--- config.mk ---
export PLATFORM = sky130hd
export DESIGN_NAME = adc_share_sched_flat
export DESIGN_NICKNAME = d
export VERILOG_FILES = /design/src/rtl/adc_share_pkg.sv /design/src/rtl/adc_share_sched_if.sv /design/src/rtl/adc_share_sched_rr_pick.sv /design/src/rtl/adc_share_sched.sv /design/src/flat_wrapper.sv
export SDC_FILE = /design/constraint.sdc
export NUM_CORES = 1
export LEC_CHECK = 0
export BUFFER_PORTS_ARGS = -buffer_cell sky130_fd_sc_hd__buf_2
export CORE_MARGIN = 4
export CORE_UTILIZATION = 51
export CTS_CLUSTER_SIZE = 16
export DETAILED_ROUTE_END_ITERATION = 7
export PLACE_DENSITY = 0.82
export SLEW_MARGIN = 20
export SYNTH_ARGS = -nofsm -noshare
export SYNTH_HDL_FRONTEND = slang
export SYNTH_SLANG_ARGS = --single-unit
--- constraint.sdc ---
create_clock -name clock -period 3.4 [get_ports clock]
set_input_delay 0.68 -clock clock [delete_from_list [all_inputs] [get_ports clock]]
set_output_delay 0.68 -clock clock [all_outputs]
set_load 0.005 [all_outputs]
--- src/rtl/adc_share_pkg.sv ---
// Shared types and helpers for the A/D converter sharing scheduler.
// The optional mux-settle delay is enabled with ADC_SHARE_SETTLE_EN.
package adc_share_pkg;

  localparam int N_REQ_DEF  = 4;
  localparam int W_DEF      = 8;
  localparam int SETTLE_DEF = 3;

  typedef enum logic [2:0] {
    IDLE  = 3'd0,
    SEL   = 3'd1,
    START = 3'd2,
    WAIT  = 3'd3,
    DELIV = 3'd4,
    ACK   = 3'd5
  } state_e;

  // Increment an index modulo n; n need not be a power of two.
  function automatic int wrap_inc(input int idx, input int n);
    return ((idx + 32'sd1) >= n) ? 32'sd0 : (idx + 32'sd1);
  endfunction

endpackage

--- src/rtl/adc_share_sched_if.sv ---
// Converter-side and requester-side signals of the A/D sharing scheduler.
// The scheduler takes the master view; converter and consumers take the slave view.
interface adc_share_sched_if
  import adc_share_pkg::*;
#(
  parameter int N_REQ = N_REQ_DEF,
  parameter int W     = W_DEF,
  parameter int IDW   = $clog2(N_REQ)
);
  logic [N_REQ-1:0] req;
  logic [IDW-1:0]   mux_sel;
  logic             soc;
  logic             eoc;
  logic [W-1:0]     x;
  logic [W-1:0]     data;
  logic [IDW-1:0]   grant_id;
  logic [N_REQ-1:0] dav_;
  logic [N_REQ-1:0] rfd;
  logic             busy;

  modport master (
    input  req, eoc, x, rfd,
    output mux_sel, soc, data, grant_id, dav_, busy
  );

  modport slave (
    output req, eoc, x, rfd,
    input  mux_sel, soc, data, grant_id, dav_, busy
  );
endinterface

--- src/rtl/adc_share_sched_rr_pick.sv ---
// Combinational round-robin picker: first requester at or after ptr, with wrap.
module rr_pick
  import adc_share_pkg::*;
#(
  parameter int N_REQ = N_REQ_DEF,
  parameter int IDW   = $clog2(N_REQ)
) (
  input  logic [N_REQ-1:0] req,
  input  logic [IDW-1:0]   ptr,
  output logic [IDW-1:0]   winner,
  output logic             any
);

  // Scan from the farthest offset down so the nearest hit to ptr wins.
  always_comb begin
    int idx;
    idx    = 32'sd0;
    winner = {IDW{1'b0}};
    any    = |req;
    for (int k = N_REQ - 1; k >= 0; k--) begin
      idx = int'(ptr) + k;
      idx = (idx >= N_REQ) ? (idx - N_REQ) : idx;
      if (req[IDW'(idx)]) begin
        winner = IDW'(idx);
      end else begin
        winner = winner;
      end
    end
  end

endmodule

--- src/rtl/adc_share_sched.sv ---
// Round-robin scheduler sharing one soc/eoc A/D converter among N_REQ requesters.
// Define ADC_SHARE_SETTLE_EN to hold mux_sel for SETTLE extra cycles before soc.
module adc_share_sched
  import adc_share_pkg::*;
#(
  parameter int N_REQ = N_REQ_DEF,
  parameter int W     = W_DEF,
  parameter int IDW   = $clog2(N_REQ)
`ifdef ADC_SHARE_SETTLE_EN
  , parameter int SETTLE = SETTLE_DEF
`endif
) (
  input logic              clock,
  input logic              reset,
  adc_share_sched_if.master bus
);

  state_e           state_r;
  state_e           state_s;
  logic [IDW-1:0]   ptr_r;
  logic [IDW-1:0]   grant_r;
  logic [IDW-1:0]   winner_s;
  logic             any_s;
  logic [W-1:0]     data_r;
  logic             soc_r;
  logic             busy_r;
  logic [N_REQ-1:0] dav_n_r;
  logic [N_REQ-1:0] dav_n_s;
  logic             rfd_g_s;
  logic             sel_done_s;

  assign rfd_g_s = bus.rfd[grant_r];

  rr_pick #(
    .N_REQ (N_REQ),
    .IDW   (IDW)
  ) u_pick (
    .req    (bus.req),
    .ptr    (ptr_r),
    .winner (winner_s),
    .any    (any_s)
  );

`ifdef ADC_SHARE_SETTLE_EN
  localparam int CW = (SETTLE > 0) ? $clog2(SETTLE + 1) : 1;

  logic [CW-1:0] cnt_r;
  logic          granted_r;

  assign sel_done_s = (cnt_r == {CW{1'b0}});

  // Settle counter; a repeat grant to the same channel needs no settling.
  always_ff @(posedge clock) begin
    if (reset) begin
      cnt_r     <= {CW{1'b0}};
      granted_r <= 1'b0;
    end else if ((state_r == IDLE) && any_s) begin
      granted_r <= 1'b1;
      if (granted_r && (winner_s == grant_r)) begin
        cnt_r <= {CW{1'b0}};
      end else begin
        cnt_r <= CW'(SETTLE);
      end
    end else if ((state_r == SEL) && !sel_done_s) begin
      cnt_r <= cnt_r - CW'(32'd1);
    end else begin
      cnt_r <= cnt_r;
    end
  end
`else
  assign sel_done_s = 1'b1;
`endif

  // Next-state logic and the active-low data-available pattern it implies.
  always_comb begin
    state_s = state_r;
    dav_n_s = {N_REQ{1'b1}};
    case (state_r)
      IDLE:    if (any_s)       state_s = SEL;   else state_s = IDLE;
      SEL:     if (sel_done_s)  state_s = START; else state_s = SEL;
      START:   if (!bus.eoc)    state_s = WAIT;  else state_s = START;
      WAIT:    if (bus.eoc)     state_s = DELIV; else state_s = WAIT;
      DELIV:   if (!rfd_g_s)    state_s = ACK;   else state_s = DELIV;
      ACK:     if (rfd_g_s)     state_s = IDLE;  else state_s = ACK;
      default: state_s = IDLE;
    endcase
    for (int i = 0; i < N_REQ; i++) begin
      dav_n_s[i] = !((state_s == DELIV) && (grant_r == IDW'(i)));
    end
  end

  // State, registered outputs, grant capture, sample latch and rr pointer.
  always_ff @(posedge clock) begin
    if (reset) begin
      state_r <= IDLE;
      ptr_r   <= {IDW{1'b0}};
      grant_r <= {IDW{1'b0}};
      data_r  <= {W{1'b0}};
      soc_r   <= 1'b0;
      busy_r  <= 1'b0;
      dav_n_r <= {N_REQ{1'b1}};
    end else begin
      state_r <= state_s;
      soc_r   <= (state_s == START);
      busy_r  <= (state_s != IDLE);
      dav_n_r <= dav_n_s;
      if ((state_r == IDLE) && any_s) begin
        grant_r <= winner_s;
      end
      if ((state_r == WAIT) && bus.eoc) begin
        data_r <= bus.x;
      end
      if ((state_r == ACK) && rfd_g_s) begin
        ptr_r <= IDW'(wrap_inc(int'(grant_r), N_REQ));
      end
    end
  end

  assign bus.mux_sel  = grant_r;
  assign bus.grant_id = grant_r;
  assign bus.soc      = soc_r;
  assign bus.data     = data_r;
  assign bus.dav_     = dav_n_r;
  assign bus.busy     = busy_r;

endmodule

--- src/flat_wrapper.sv ---
// flat-port wrapper written by rule: the top's interface ports become plain ports
module adc_share_sched_flat import adc_share_pkg::*;
#(
  parameter int N_REQ = N_REQ_DEF,
  parameter int W     = W_DEF,
  parameter int IDW   = $clog2(N_REQ)

)
  (clock, reset, bus_req, bus_eoc, bus_x, bus_rfd, bus_mux_sel, bus_soc, bus_data, bus_grant_id, bus_dav_, bus_busy);
  adc_share_sched_if #(.N_REQ(N_REQ), .W(W), .IDW(IDW)) bus_i ();
  input logic clock;
  input logic reset;
  input wire logic [$bits(bus_i.req)-1:0] bus_req;
  input wire logic [$bits(bus_i.eoc)-1:0] bus_eoc;
  input wire logic [$bits(bus_i.x)-1:0] bus_x;
  input wire logic [$bits(bus_i.rfd)-1:0] bus_rfd;
  output wire logic [$bits(bus_i.mux_sel)-1:0] bus_mux_sel;
  output wire logic [$bits(bus_i.soc)-1:0] bus_soc;
  output wire logic [$bits(bus_i.data)-1:0] bus_data;
  output wire logic [$bits(bus_i.grant_id)-1:0] bus_grant_id;
  output wire logic [$bits(bus_i.dav_)-1:0] bus_dav_;
  output wire logic [$bits(bus_i.busy)-1:0] bus_busy;
  assign bus_i.req = bus_req;
  assign bus_i.eoc = bus_eoc;
  assign bus_i.x = bus_x;
  assign bus_i.rfd = bus_rfd;
  assign bus_mux_sel = bus_i.mux_sel;
  assign bus_soc = bus_i.soc;
  assign bus_data = bus_i.data;
  assign bus_grant_id = bus_i.grant_id;
  assign bus_dav_ = bus_i.dav_;
  assign bus_busy = bus_i.busy;
  adc_share_sched #(.N_REQ(N_REQ), .W(W), .IDW(IDW)) u_core (.clock(clock), .reset(reset), .bus(bus_i));
endmodule
==> results of run 1 <==
==> synth_stat cells, types with 2 or more instances <==
master / number
sky130_fd_sc_hd__a211o_1: 2
sky130_fd_sc_hd__a21oi_1: 14
sky130_fd_sc_hd__a31oi_1: 2
sky130_fd_sc_hd__buf_4: 3
sky130_fd_sc_hd__clkbuf_8: 3
sky130_fd_sc_hd__dfxtp_1: 21
sky130_fd_sc_hd__ha_1: 4
sky130_fd_sc_hd__inv_1: 6
sky130_fd_sc_hd__mux2i_1: 2
sky130_fd_sc_hd__nand2_1: 19
sky130_fd_sc_hd__nand2b_1: 3
sky130_fd_sc_hd__nand3_1: 5
sky130_fd_sc_hd__nor2_1: 3
sky130_fd_sc_hd__nor3_1: 2
sky130_fd_sc_hd__o21ai_0: 2
==> cell type report <==
type                            count  area (sq um)
Fill cell                         167           619
Tap cell                           25          31.3
Sequential cell                    21           420
Clock inverter                      1          5.00
Timing Repair Buffer               36           180
Clock buffer                        3          22.5
Inverter                            6          22.5
Multi-Input combinational cell     73           463
==> state kept, by name, indices dropped and copies added (netlist names) <==
register	cells
u_core.bus.busy	1
u_core.bus.grant_id	2
u_core.bus.dav_	4
u_core.state_r	3
u_core.ptr_r	2
u_core.bus.data	8
u_core.bus.soc	1
==> cell usage in the layout, fill, tap and decap left out, types with 2 or more instances in the layout <==
cell type | Yosys | layout
sky130_fd_sc_hd__nor2_1 | 3 | 3
sky130_fd_sc_hd__mux2i_1 | 2 | 2
sky130_fd_sc_hd__nand3_1 | 5 | 5
sky130_fd_sc_hd__a31oi_1 | 2 | 2
sky130_fd_sc_hd__buf_2 | 0 | 36
sky130_fd_sc_hd__a21oi_1 | 14 | 14
sky130_fd_sc_hd__clkbuf_4 | 0 | 3
sky130_fd_sc_hd__a211o_1 | 2 | 2
sky130_fd_sc_hd__dfxtp_1 | 21 | 21
sky130_fd_sc_hd__nand2b_1 | 3 | 3
sky130_fd_sc_hd__inv_1 | 6 | 6
sky130_fd_sc_hd__nor3_1 | 2 | 2
sky130_fd_sc_hd__ha_1 | 4 | 4
sky130_fd_sc_hd__nand2_1 | 19 | 19
sky130_fd_sc_hd__o21ai_0 | 2 | 2
==> worst paths after layout <==
path                                                     startpoint                              end  slack (ns)  cells after the start
worst max-delay path            u_core.bus.grant_id[0]$_SDFFE_PP0N_    u_core.bus.dav_[3]$_SDFF_PP1_        1.58                      4
worst min-delay path                u_core.bus.data[6]$_SDFFE_PP0P_  u_core.bus.data[6]$_SDFFE_PP0P_        0.46                      2
worst max register to register  u_core.bus.grant_id[0]$_SDFFE_PP0N_    u_core.bus.dav_[3]$_SDFF_PP1_        1.58                      4
worst min register to register      u_core.bus.data[6]$_SDFFE_PP0P_  u_core.bus.data[6]$_SDFFE_PP0P_        0.46                      2
==> per-layer routing <==
layer	wire length (um)	share of wire [%]	GRT usage (%)
met5	0	0	0
met1	815	43	18.7
met2	948	50	24.8
met3	107	5.6	4.30
met4	25	1.3	9.17
==> worst reg2reg max path, cell delays in order (launching register included) <==
cell and delay [ns]:
sky130_fd_sc_hd__dfxtp_1 0.48, sky130_fd_sc_hd__mux4_2 0.58, sky130_fd_sc_hd__a211o_1 0.36, sky130_fd_sc_hd__a21oi_4 0.20, sky130_fd_sc_hd__nand3_1 0.09
==> cells by family after synthesis <==
group	Yosys count	share of synthesized area, %
AND/OR/NAND/NOR	39	19.3
buffers and inverters	13	9.25
flip-flops	21	43.2
adder cells (fa/ha/maj)	4	5.14
multiplexers	4	5.53
AO/OA/AOI/OAI	26	17.6
==> power by group <==
| group | internal, mW | switching (mW) |
|---|---|---|
| Sequential | 0.258 | 0.0155 |
| Clock | 0.0440 | 0.0775 |
| Combinational | 0.0389 | 0.0382 |
| Total | 0.341 | 0.131 |
==> metrics by stage <==
| step | setup WS, ns | hold slack [ns] | total power, mW |
|---|---|---|---|
| after global routing | 1.44 | 0.489 | 0.498 |
| after global placement | 1.37 | 0.440 | 0.353 |
| final | 1.58 | 0.460 | 0.472 |
| after CTS | 1.57 | 0.461 | 0.476 |
| after floorplan | 1.51 | 0.450 | 0.334 |
| after detailed placement | 1.34 | 0.444 | 0.356 |
==> summary by stage, run 1 <==
Global route
The global-route congestion overflow total is 0. The initial antenna violation count is 0. The via count of the first global-routing pass is 750. Entering global routing, the biggest net connects 19 pins. The global-route wire length before repair is between 3000 and 4000 um. The aggregate global-route resource usage is 15.6%.

CTS
CTS built an H-tree with a depth of 1. In this run the clock root is driven by a sky130_fd_sc_hd__clkbuf_4. No sink is reached through more buffers than the 2 on the longest clock path.

The number of gates resized after CTS was 0. In this run the post-CTS setup repair buffer count came out at 0. The tree built by TritonCTS fans out to 21 sinks.

For this design, the CTS-stage hold fixing added 0 buffers. TritonCTS created 3 clock buffers. For the worst-skew pair, the clock arrives at the later sink with an insertion delay of about 0.31 ns. Clock-pin slew was measured on the worst setup and hold paths at 0.12 ns. TritonCTS built the clock tree.

Placed design
The placed instances occupy a cell area of 0.00112 sq mm. Buffers placed on the I/O ports in this run total 36. Once detailed placement completed, the half-perimeter wirelength came to around 1400 um.

Counting tap cells, the placed design contains a total of 161 instances. Routability-driven placement finished with a final weighted congestion of slightly above 0.8.

STA
The portion of the clock cycle consumed by the worst path in the final layout is 53.5%. The maximum frequency from static timing analysis is 0.549 GHz. The final total negative setup slack is 0 ns. On the final layout, the worst clock skew is around 0.0015 ns. The final number of hold-violating endpoints is 0.

The number of max-slew violations in the final report is 0. Setup repair after global routing left no endpoint under its margin. Setup violations remaining at the end of the flow were counted as 0. The relative slew slack is 67.4%. The time the worst path needs with I/O delays and setup is 1.82 ns. The transition time of the tightest slew-check pin is 0.487 ns.

Finish
From synthesis to final layout, the design area changed by 17.6%. The proportion of layout cells with a drive suffix above 1 is roughly 33%. With fillers left out, the area of the finished cells amounts to approximately 0.0011 sq mm.

The finished layout holds 165 standard cells, fillers aside. The count of nets after finishing is ~160. Cells fill 64.9% of the core in the end.

The total inserted antenna cells is 0.

Worst setup path
The critical path class is reg2reg. The data arrival time at the worst-slack endpoint is 2.03 ns. The signal on the critical path passes through mux4_2, a211o_1, a21oi_4, nand3_1. The capturing element type of the critical path is a flip-flop.

The largest fanout on the critical path is 8. On the critical path, the stage with the largest delay is an instance of sky130_fd_sc_hd__mux4_2. The cell family contributing the most delay on the critical path is multiplexers.

In this design, the stage delay of the slowest critical-path cell is 0.58 ns. For the worst setup path, the data required time is 3.61 ns. The number of buffers and inverters on the critical path is 0.

The kind of start point of the critical path is a flip-flop.

Synth
The synthesized design devotes to its leading area cell type between 40 and 50% of total area. The post-synthesis cell area is 973 sq um. In this run, synthesis inferred 0 flip-flops with an integrated enable. The net count of the mapped netlist is 130. Synthesis produced 107 cells. The post-synthesis cell type with the largest combined area is sky130_fd_sc_hd__dfxtp_1. Counting flops with an async set or reset pin after synthesis yields a share of 0%. Sorting the synthesized cells by area gives the leading types as sky130_fd_sc_hd__dfxtp_1 43%, sky130_fd_sc_hd__nand2_1 7.3%, sky130_fd_sc_hd__a21oi_1 7.2%. After synthesis, the mean cell area works out to 9.10 sq um.

Among all flip-flop cells after synthesis, the most frequent one is sky130_fd_sc_hd__dfxtp_1. Sequential elements use 43.2% of the synthesized area. The number of synthesized register bits is 21. The Yosys step of the flow raised 0 warnings. After synthesis, the netlist uses 31 different library cells.

Detailed routing
The routed length per instance is 11.5 um. The remaining design rule violation count is 0. The total iterations of the first detailed-routing run is 4.

After detailed routing, the total wire length is approximately 1900 um. In this run the remaining antenna-violating nets after routing total 0. Dividing the detail-routed via count by the number of cells gives between 5 and 6.

The total number of vias is 853. The number of violations reported at the end of detailed-routing iteration 0 is 19.

Power and ir drop
For this design the static power due to leakage is 0.498 nW. The worst ir drop on vdd is ~0.0002 V. The cell area power density is 413 mW/mm^2.

Die
The horizontal extent of the die is approximately 52 um. For this configuration, the core starts out at a cell density of 55.2%. The number of top-level design ports is 37. The placeable core region is around 0.0018 sq mm. The area of the die is 0.00267 sq mm. The placement row count is 15. The die boundary height is 51.7 um.

Run status
The flow ran to the end, and the final reports show no timing, DRC or antenna violations.

Worst hold path
The min-delay analysis places its worst path in the category reg2reg.

Job
The max-capacitance violation count is 0.
(Power assumes the default switching activity.)
==> inputs of run 2 (changes only) <==
--- a/config.mk
+++ b/config.mk
@@ -7,10 +7,10 @@
 export LEC_CHECK = 0
 export BUFFER_PORTS_ARGS = -buffer_cell sky130_fd_sc_hd__buf_2
 export CORE_MARGIN = 4
-export CORE_UTILIZATION = 51
+export CORE_UTILIZATION = 47
 export CTS_CLUSTER_SIZE = 16
 export DETAILED_ROUTE_END_ITERATION = 7
-export PLACE_DENSITY = 0.82
+export PLACE_DENSITY = 0.76
 export SLEW_MARGIN = 20
 export SYNTH_ARGS = -nofsm -noshare
 export SYNTH_HDL_FRONTEND = slang
==> constraint.sdc (replaced) <==
create_clock -name clock -period 1.7 [get_ports clock]
set_input_delay 0.34 -clock clock [delete_from_list [all_inputs] [get_ports clock]]
set_output_delay 0.34 -clock clock [all_outputs]
set_load 0.005 [all_outputs]
==> run 2 against run 1 <==
Clock skew barely moved. Total power rose by 99%. Sequential power increased by 99%. Global-route usage rose by 0.48 points. Final cell count grew 3.0%. Critical path depth did not move. Routed wire length up 4.7%. Hold slack got worse by 0.19 ns.
==> summary by stage, run 2 (same netlist as run 1, synthesis figures left out) <==
Finish
In the layout the commonest cells are 36 x sky130_fd_sc_hd__buf_2, 20 x sky130_fd_sc_hd__dfxtp_1, 19 x sky130_fd_sc_hd__nand2_1, 14 x sky130_fd_sc_hd__a21oi_1, 6 x sky130_fd_sc_hd__inv_1. The final core utilization is 59.6% (-5.3 points). The number of flip-flops in the largest register is 8 (unchanged). The total inserted antenna cells came to 0 (unchanged). The relative area change from synthesis to final layout is 20.2%. The commonest non-fill, non-tap cell in the layout is sky130_fd_sc_hd__buf_2. The count of nets after finishing is 167 (+1.8%).

The proportion of layout cells with a drive suffix above 1 is 34.3% (+1.4 points).

Power and ir drop
The total net switching power is 248 uW (+89%). The internal cell power is 693 uW (+100%). The leakage component of the power was 0.512 nW (+2.8%). The switching share of total power is 26.4% (-1.4 points). The sum of internal, switching and leakage power is 941 uW (+99%). The sequential share of power was 57.8% (-0.2 points). The clock power share came to 24.4% (-1.3 points). The cell area power density is 804 mW/mm^2 (+95%).

The combinational share of power is 17.8% (+1.5 points). The worst ir drop on vdd is 0.000400 V (+100%).

Worst hold path
The worst hold path belongs to the class in2reg. The cell count of the worst hold path is 3 (+1).

STA
The clock skew after layout is 0.00203 ns (+0.000487 ns). The maximum frequency from static timing analysis was 0.627 GHz (+14%). The final number of hold-violating endpoints is 0 (unchanged). The transition time of the tightest slew-check pin was 0.510 ns (+0.0230 ns). The time the worst path needs with I/O delays and setup came to 1.60 ns (-0.225 ns). The final setup violation count is 0 (unchanged). The portion of the clock cycle consumed by the worst path in the final layout was 93.8% (+40 points). The relative slew slack is 65.8% (-1.5 points). The final total negative setup slack was 0 ns (unchanged). Setup repair after global routing left no endpoint under its margin. The number of max-slew violations in the final report is 0 (unchanged).

Worst setup path
The kind of start point of the critical path is a flip-flop. The worst setup path is of the reg2reg kind. STA classifies the critical path endpoint as a flip-flop.

The signal on the critical path passes through mux4_2, a211o_1, a21oi_4, nand3_1. The largest incremental delay on the critical path is 0.54 ns (-0.04 ns). Among cell families on the critical path, the largest total delay comes from multiplexers. The slowest cell on the critical path is sky130_fd_sc_hd__mux4_2.

The number of cell instances on the worst register-to-register path is 4 (unchanged). The largest fanout on the critical path is 5 (-3). The data arrival time at the worst-slack endpoint was 1.78 ns (-0.25 ns). The required time of the critical path came to 1.89 ns (-1.72 ns).

The number of gates on the worst path with buffers counted is 4 (unchanged). The buffer and inverter count on the worst path is 0 (unchanged).

Die
The horizontal extent of the die is 53.5 um (+3.5%). The number of top-level design ports is 37 (unchanged). The placeable core region is 0.00196 sq mm (+11%). The starting utilization of the core area came to 49.6% (-5.6 points). The die boundary height came to 53.5 um (+3.5%). The placement row count is 16 (+1). The area of the die came to 0.00286 sq mm (+7.2%).

Global route
The maximum number of pins on one net before global-route repair was 19 (unchanged). The via count of the first global-routing pass came to 814 (+8.5%). The global-route wire length before repair is 3370 um (+8.9%).

The initial antenna violation count was 0 (unchanged). The aggregate global-route resource usage is 16.1% (+0.48 points). The global-route congestion overflow total is 0 (unchanged).

CTS
The post-cts hold buffer count is 0 (unchanged). The total clock buffers created by CTS is 3 (unchanged). The clock transition at the registers of the reported paths is 0.11 ns (about the same). TritonCTS built the clock tree. The number of levels the H-tree was split into is 1 (unchanged).

The clock network latency to the later pin of the worst-skew pair is 0.29 ns (-0.02 ns). The count of buffers added by post-CTS timing repair for setup came to 0 (unchanged). The deepest clock path buffer count came to 2 (unchanged).

The number of gates resized after CTS is 0 (unchanged). The count of clock tree sinks was 21 (unchanged). The tree is rooted in a sky130_fd_sc_hd__clkbuf_4.

Run status
The flow ran to the end, and the final reports show no timing, DRC or antenna violations.

Detailed routing
The remaining design rule violation count is 0 (unchanged). The total wire length after detailed routing is 1990 um (+4.7%). The total iterations of the first detailed-routing run is 4 (unchanged).

The number of violations reported at the end of detailed-routing iteration 0 is 18 (-1). The total number of vias is 879 (+3.0%). The routed length per instance was 11.7 um (+1.7%). The vias per cell was 5.17 (about the same). The final antenna-violating net count came to 0 (unchanged).

Placed design
The final RePlAce weighted congestion is 0.774 (-6.7%). The count of port buffers added during placement is 36 (unchanged). The final HPWL from detailed placement is 1570 um (+8.5%).

Job
The max-capacitance violation count is 0 (unchanged).
run 2: final timing paths:
| path | slack, ns | from | endpoint |
|---|---|---|---|
| worst max-delay path | 0.10 | u_core.bus.grant_id[0]$_SDFFE_PP0N_ | u_core.bus.dav_[3]$_SDFF_PP1_ |
| worst min-delay path | 0.27 | bus_x[6] | u_core.bus.data[6]$_SDFFE_PP0P_ |
| worst max register to register | 0.10 | u_core.bus.grant_id[0]$_SDFFE_PP0N_ | u_core.bus.dav_[3]$_SDFF_PP1_ |
| worst min register to register | 0.46 | u_core.bus.data[2]$_SDFFE_PP0P_ | u_core.bus.data[2]$_SDFFE_PP0P_ |
run 2: cell type report:
type	instances	area [sq um]
timing repair buffer	39	203
multi-input combinational	73	463
inverter	6	22.5
sequential	21	422
tap	27	33.8
clock buffer	4	26.3
fill	195	792
run 2: power groups by stage:
stage | clock [mW] | sequential (mW) | combinational [mW]
2_1_floorplan | 0 | 0.549 | 0.119
3_3_place_gp | 0 | 0.553 | 0.162
3_5_place_dp | 0 | 0.554 | 0.168
4_1_cts | 0.241 | 0.543 | 0.168
5_1_grt | 0.259 | 0.548 | 0.189
6_report | 0.230 | 0.544 | 0.167
run 2: through the flow:
stage / cell area (sq um) / hold slack, ns / setup slack, ns / std cells
2_1_floorplan: 975 / 0.450 / 0.0501 / 107
3_3_place_gp: 1140 / 0.440 / 0.00985 / 165
3_5_place_dp: 1140 / 0.451 / -0.0262 / 165
4_1_cts: 1160 / 0.267 / 0.0430 / 169
5_1_grt: 1170 / 0.263 / 0.00944 / 170
6_report: 1170 / 0.273 / 0.105 / 170
run 2: per-layer routing:
metal / wire [um] / GRT usage (%)
met1: 843 / 18.8
met2: 1020 / 28.2
met3: 93 / 3.38
met4: 31 / 6.38
met5: 0 / 0
run 2: worst min-delay path: stages:
cell and delay [ns]:
sky130_fd_sc_hd__buf_2 0.09, sky130_fd_sc_hd__nand2_1 0.04, sky130_fd_sc_hd__a21oi_1 0.05
==> inputs of run 3 (changes only) <==
--- a/config.mk
+++ b/config.mk
@@ -11,6 +11,7 @@
 export CTS_CLUSTER_SIZE = 16
 export DETAILED_ROUTE_END_ITERATION = 7
 export PLACE_DENSITY = 0.76
+export RECOVER_POWER = 25
 export SLEW_MARGIN = 20
 export SYNTH_ARGS = -nofsm -noshare
 export SYNTH_HDL_FRONTEND = slang
==> run 3 against run 2 <==
Sequential power hardly changed. Count of clock-buffer cells in the layout unchanged. Largest power group unchanged. Worst setup slack barely moved. Via count down 0.46%. Cell area shrank 0.75%. Critical endpoint unchanged. Hold slack hardly changed. Clock power hardly changed. Combinational power hardly changed. First-iteration DRC count did not move. Die area did not move.
==> summary by stage, run 3 (same netlist as run 1, synthesis figures left out) <==
Run status
The flow ran to the end, and the final reports show no timing, DRC or antenna violations.

Global route
The aggregate global-route resource usage is 16.1% (unchanged). The initial antenna violation count is 0 (unchanged). The global-route wire length before repair is 3370 um (unchanged). The maximum number of pins on one net before global-route repair is 19 (unchanged). The via count of the first global-routing pass is 814 (unchanged).

The global-route congestion overflow total was 0 (unchanged).

Power and ir drop
The total net switching power is 249 uW (+0.30%). The combinational share of power was 17.7% (about the same). The worst ir drop on vdd was 0.000400 V (about the same). The clock power share is 24.5% (about the same). The sequential share of power is 57.9% (about the same). The cell area power density is 810 mW/mm^2 (+0.65%). The internal cell power came to 691 uW (-0.25%).

The sum of internal, switching and leakage power is 940 uW (-0.10%). The leakage component of the power is 0.493 nW (-3.7%). The switching share of total power is 26.5% (+0.11 points).

Finish
In the layout the commonest cells are 29 x sky130_fd_sc_hd__buf_2, 20 x sky130_fd_sc_hd__dfxtp_1, 19 x sky130_fd_sc_hd__nand2_1, 14 x sky130_fd_sc_hd__a21oi_1, 8 x sky130_fd_sc_hd__clkbuf_1. The commonest non-fill, non-tap cell in the layout is sky130_fd_sc_hd__buf_2. The flip-flop and latch area is 422 sq um (unchanged).

The number of flip-flops in the largest register is 8 (unchanged). The count of nets after finishing is 167 (unchanged). The proportion of layout cells with a drive suffix above 1 came to 29.4% (-4.9 points). The final core utilization is 59.2% (-0.45 points). Relative to the synthesized area, the layout overhead comes to 19.3%.

The number of filler instances in the final layout is 201 (+3.1%). The multi-input combinational cell area is 463 sq um (unchanged). The total inserted antenna cells is 0 (unchanged).

Placed design
The post-placement setup slack is -0.0262 ns (unchanged). The final HPWL from detailed placement is 1570 um (unchanged). The count of port buffers added during placement was 36 (unchanged). The final RePlAce weighted congestion is 0.774 (unchanged).

STA
The final setup violation count is 0 (unchanged). The smallest setup slack after layout is 0.105 ns (+0.0000940 ns). The transition time of the tightest slew-check pin is 0.512 ns (+0.00186 ns). The clock skew after layout was 0.00225 ns (+0.000222 ns).

The time the worst path needs with I/O delays and setup is 1.59 ns (-0.0000940 ns). The worst hold margin is 0.272 ns (-0.000160 ns). The maximum frequency from static timing analysis is 0.627 GHz (about the same).

The number of max-slew violations in the final report is 0 (unchanged). The final number of hold-violating endpoints was 0 (unchanged). Setup repair after global routing left no endpoint under its margin. The relative slew slack is 65.7% (-0.12 points).

The portion of the clock cycle consumed by the worst path in the final layout was 93.8% (about the same).

Die
The starting utilization of the core area is 49.6% (unchanged). The placement row count was 16 (unchanged). The horizontal extent of the die came to 53.5 um (unchanged). The number of top-level design ports is 37 (unchanged). The placeable core region is 0.00196 sq mm (unchanged).

The die boundary height was 53.5 um (unchanged). The area of the die was 0.00286 sq mm (unchanged).

CTS
The number of levels the H-tree was split into is 1 (unchanged). The total clock buffers created by CTS was 3 (unchanged). The cell at the root of the clock tree is sky130_fd_sc_hd__clkbuf_4.

The clock network latency to the later pin of the worst-skew pair is 0.29 ns (about the same). The clock transition at the registers of the reported paths is 0.11 ns (about the same). The deepest clock path buffer count was 2 (unchanged).

The post-cts hold buffer count is 0 (unchanged). The CTS tree is yes. The count of clock tree sinks is 21 (unchanged).

Detailed routing
The routed length per instance came to 11.8 um (+0.91%). The remaining design rule violation count was 0 (unchanged). The total wire length after detailed routing was 2010 um (+0.91%). The final antenna-violating net count is 0 (unchanged). The number of violations reported at the end of detailed-routing iteration 0 is 18 (unchanged). The total iterations of the first detailed-routing run was 4 (unchanged). The total number of vias was 875 (-0.46%). The vias per cell was 5.15 (-0.46%).

Worst setup path
The kind of start point of the critical path is a flip-flop. The required time of the critical path is 1.89 ns (about the same). The data arrival time at the worst-slack endpoint was 1.79 ns (about the same). The largest fanout on the critical path is 5 (unchanged). The worst setup path is captured at a flip-flop. The critical path class is reg2reg.

Worst hold path
The min-delay analysis places its worst path in the category in2reg.

Job
The max-capacitance violation count is 0 (unchanged).
-- run 3: worst max-delay path, cell delays in order (launching register included) --
cell and delay (ns):
sky130_fd_sc_hd__dfxtp_2 0.35, sky130_fd_sc_hd__mux4_2 0.54, sky130_fd_sc_hd__a211o_1 0.32, sky130_fd_sc_hd__a21oi_4 0.18
sky130_fd_sc_hd__nand3_1 0.09
-- run 3: path summary, 6_finish.rpt --
| kind | startpoint | to | slack, ns | cells after the start |
|---|---|---|---|---|
| max | u_core.bus.grant_id[0]$_SDFFE_PP0N_ | u_core.bus.dav_[3]$_SDFF_PP1_ | 0.11 | 4 |
| min reg2reg | u_core.bus.data[0]$_SDFFE_PP0P_ | u_core.bus.data[0]$_SDFFE_PP0P_ | 0.46 | 2 |
| max reg2reg | u_core.bus.grant_id[0]$_SDFFE_PP0N_ | u_core.bus.dav_[3]$_SDFF_PP1_ | 0.11 | 4 |
| min | bus_x[6] | u_core.bus.data[6]$_SDFFE_PP0P_ | 0.27 | 3 |
-- run 3: routing by layer --
| metal | share of wire, % | global-route usage [%] |
|---|---|---|
| met1 | 43 | 18.8 |
| met4 | 1.5 | 6.38 |
| met2 | 51 | 28.2 |
| met5 | 0 | 0 |
| met3 | 4.0 | 3.38 |
-- run 3: cell type report --
type / count / share of cell area [%]
timing repair buffer: 39 / 16.7
clock buffer: 4 / 2.26
sequential: 21 / 36.3
multi-input combinational: 73 / 39.9
tap: 27 / 2.91
inverter: 6 / 1.94
-- run 3: per-stage QoR --
stage | cell area [sq um] | TNS (ns) | std cells
2_1_floorplan | 975 | 0 | 107
3_3_place_gp | 1140 | 0 | 165
3_5_place_dp | 1140 | -0.0913 | 165
4_1_cts | 1160 | 0 | 169
5_1_grt | 1160 | 0 | 170
6_report | 1160 | 0 | 170
-- run 3: what timing repair did --
| item | in CTS | in global routing |
|---|---|---|
| setup endpoints to repair | 0 | 4 |
| buffers inserted | 0 | 1 |
| resized for setup | 0 | 0 |
-- run 3: power by group through the flow --
| stage | sequential, mW | combinational (mW) | clock (mW) |
|---|---|---|---|
| floorplan | 0.549 | 0.119 | 0 |
| global placement | 0.553 | 0.162 | 0 |
| detailed placement | 0.554 | 0.168 | 0 |
| CTS | 0.543 | 0.168 | 0.241 |
| global route | 0.548 | 0.187 | 0.259 |
| finish | 0.544 | 0.166 | 0.230 |
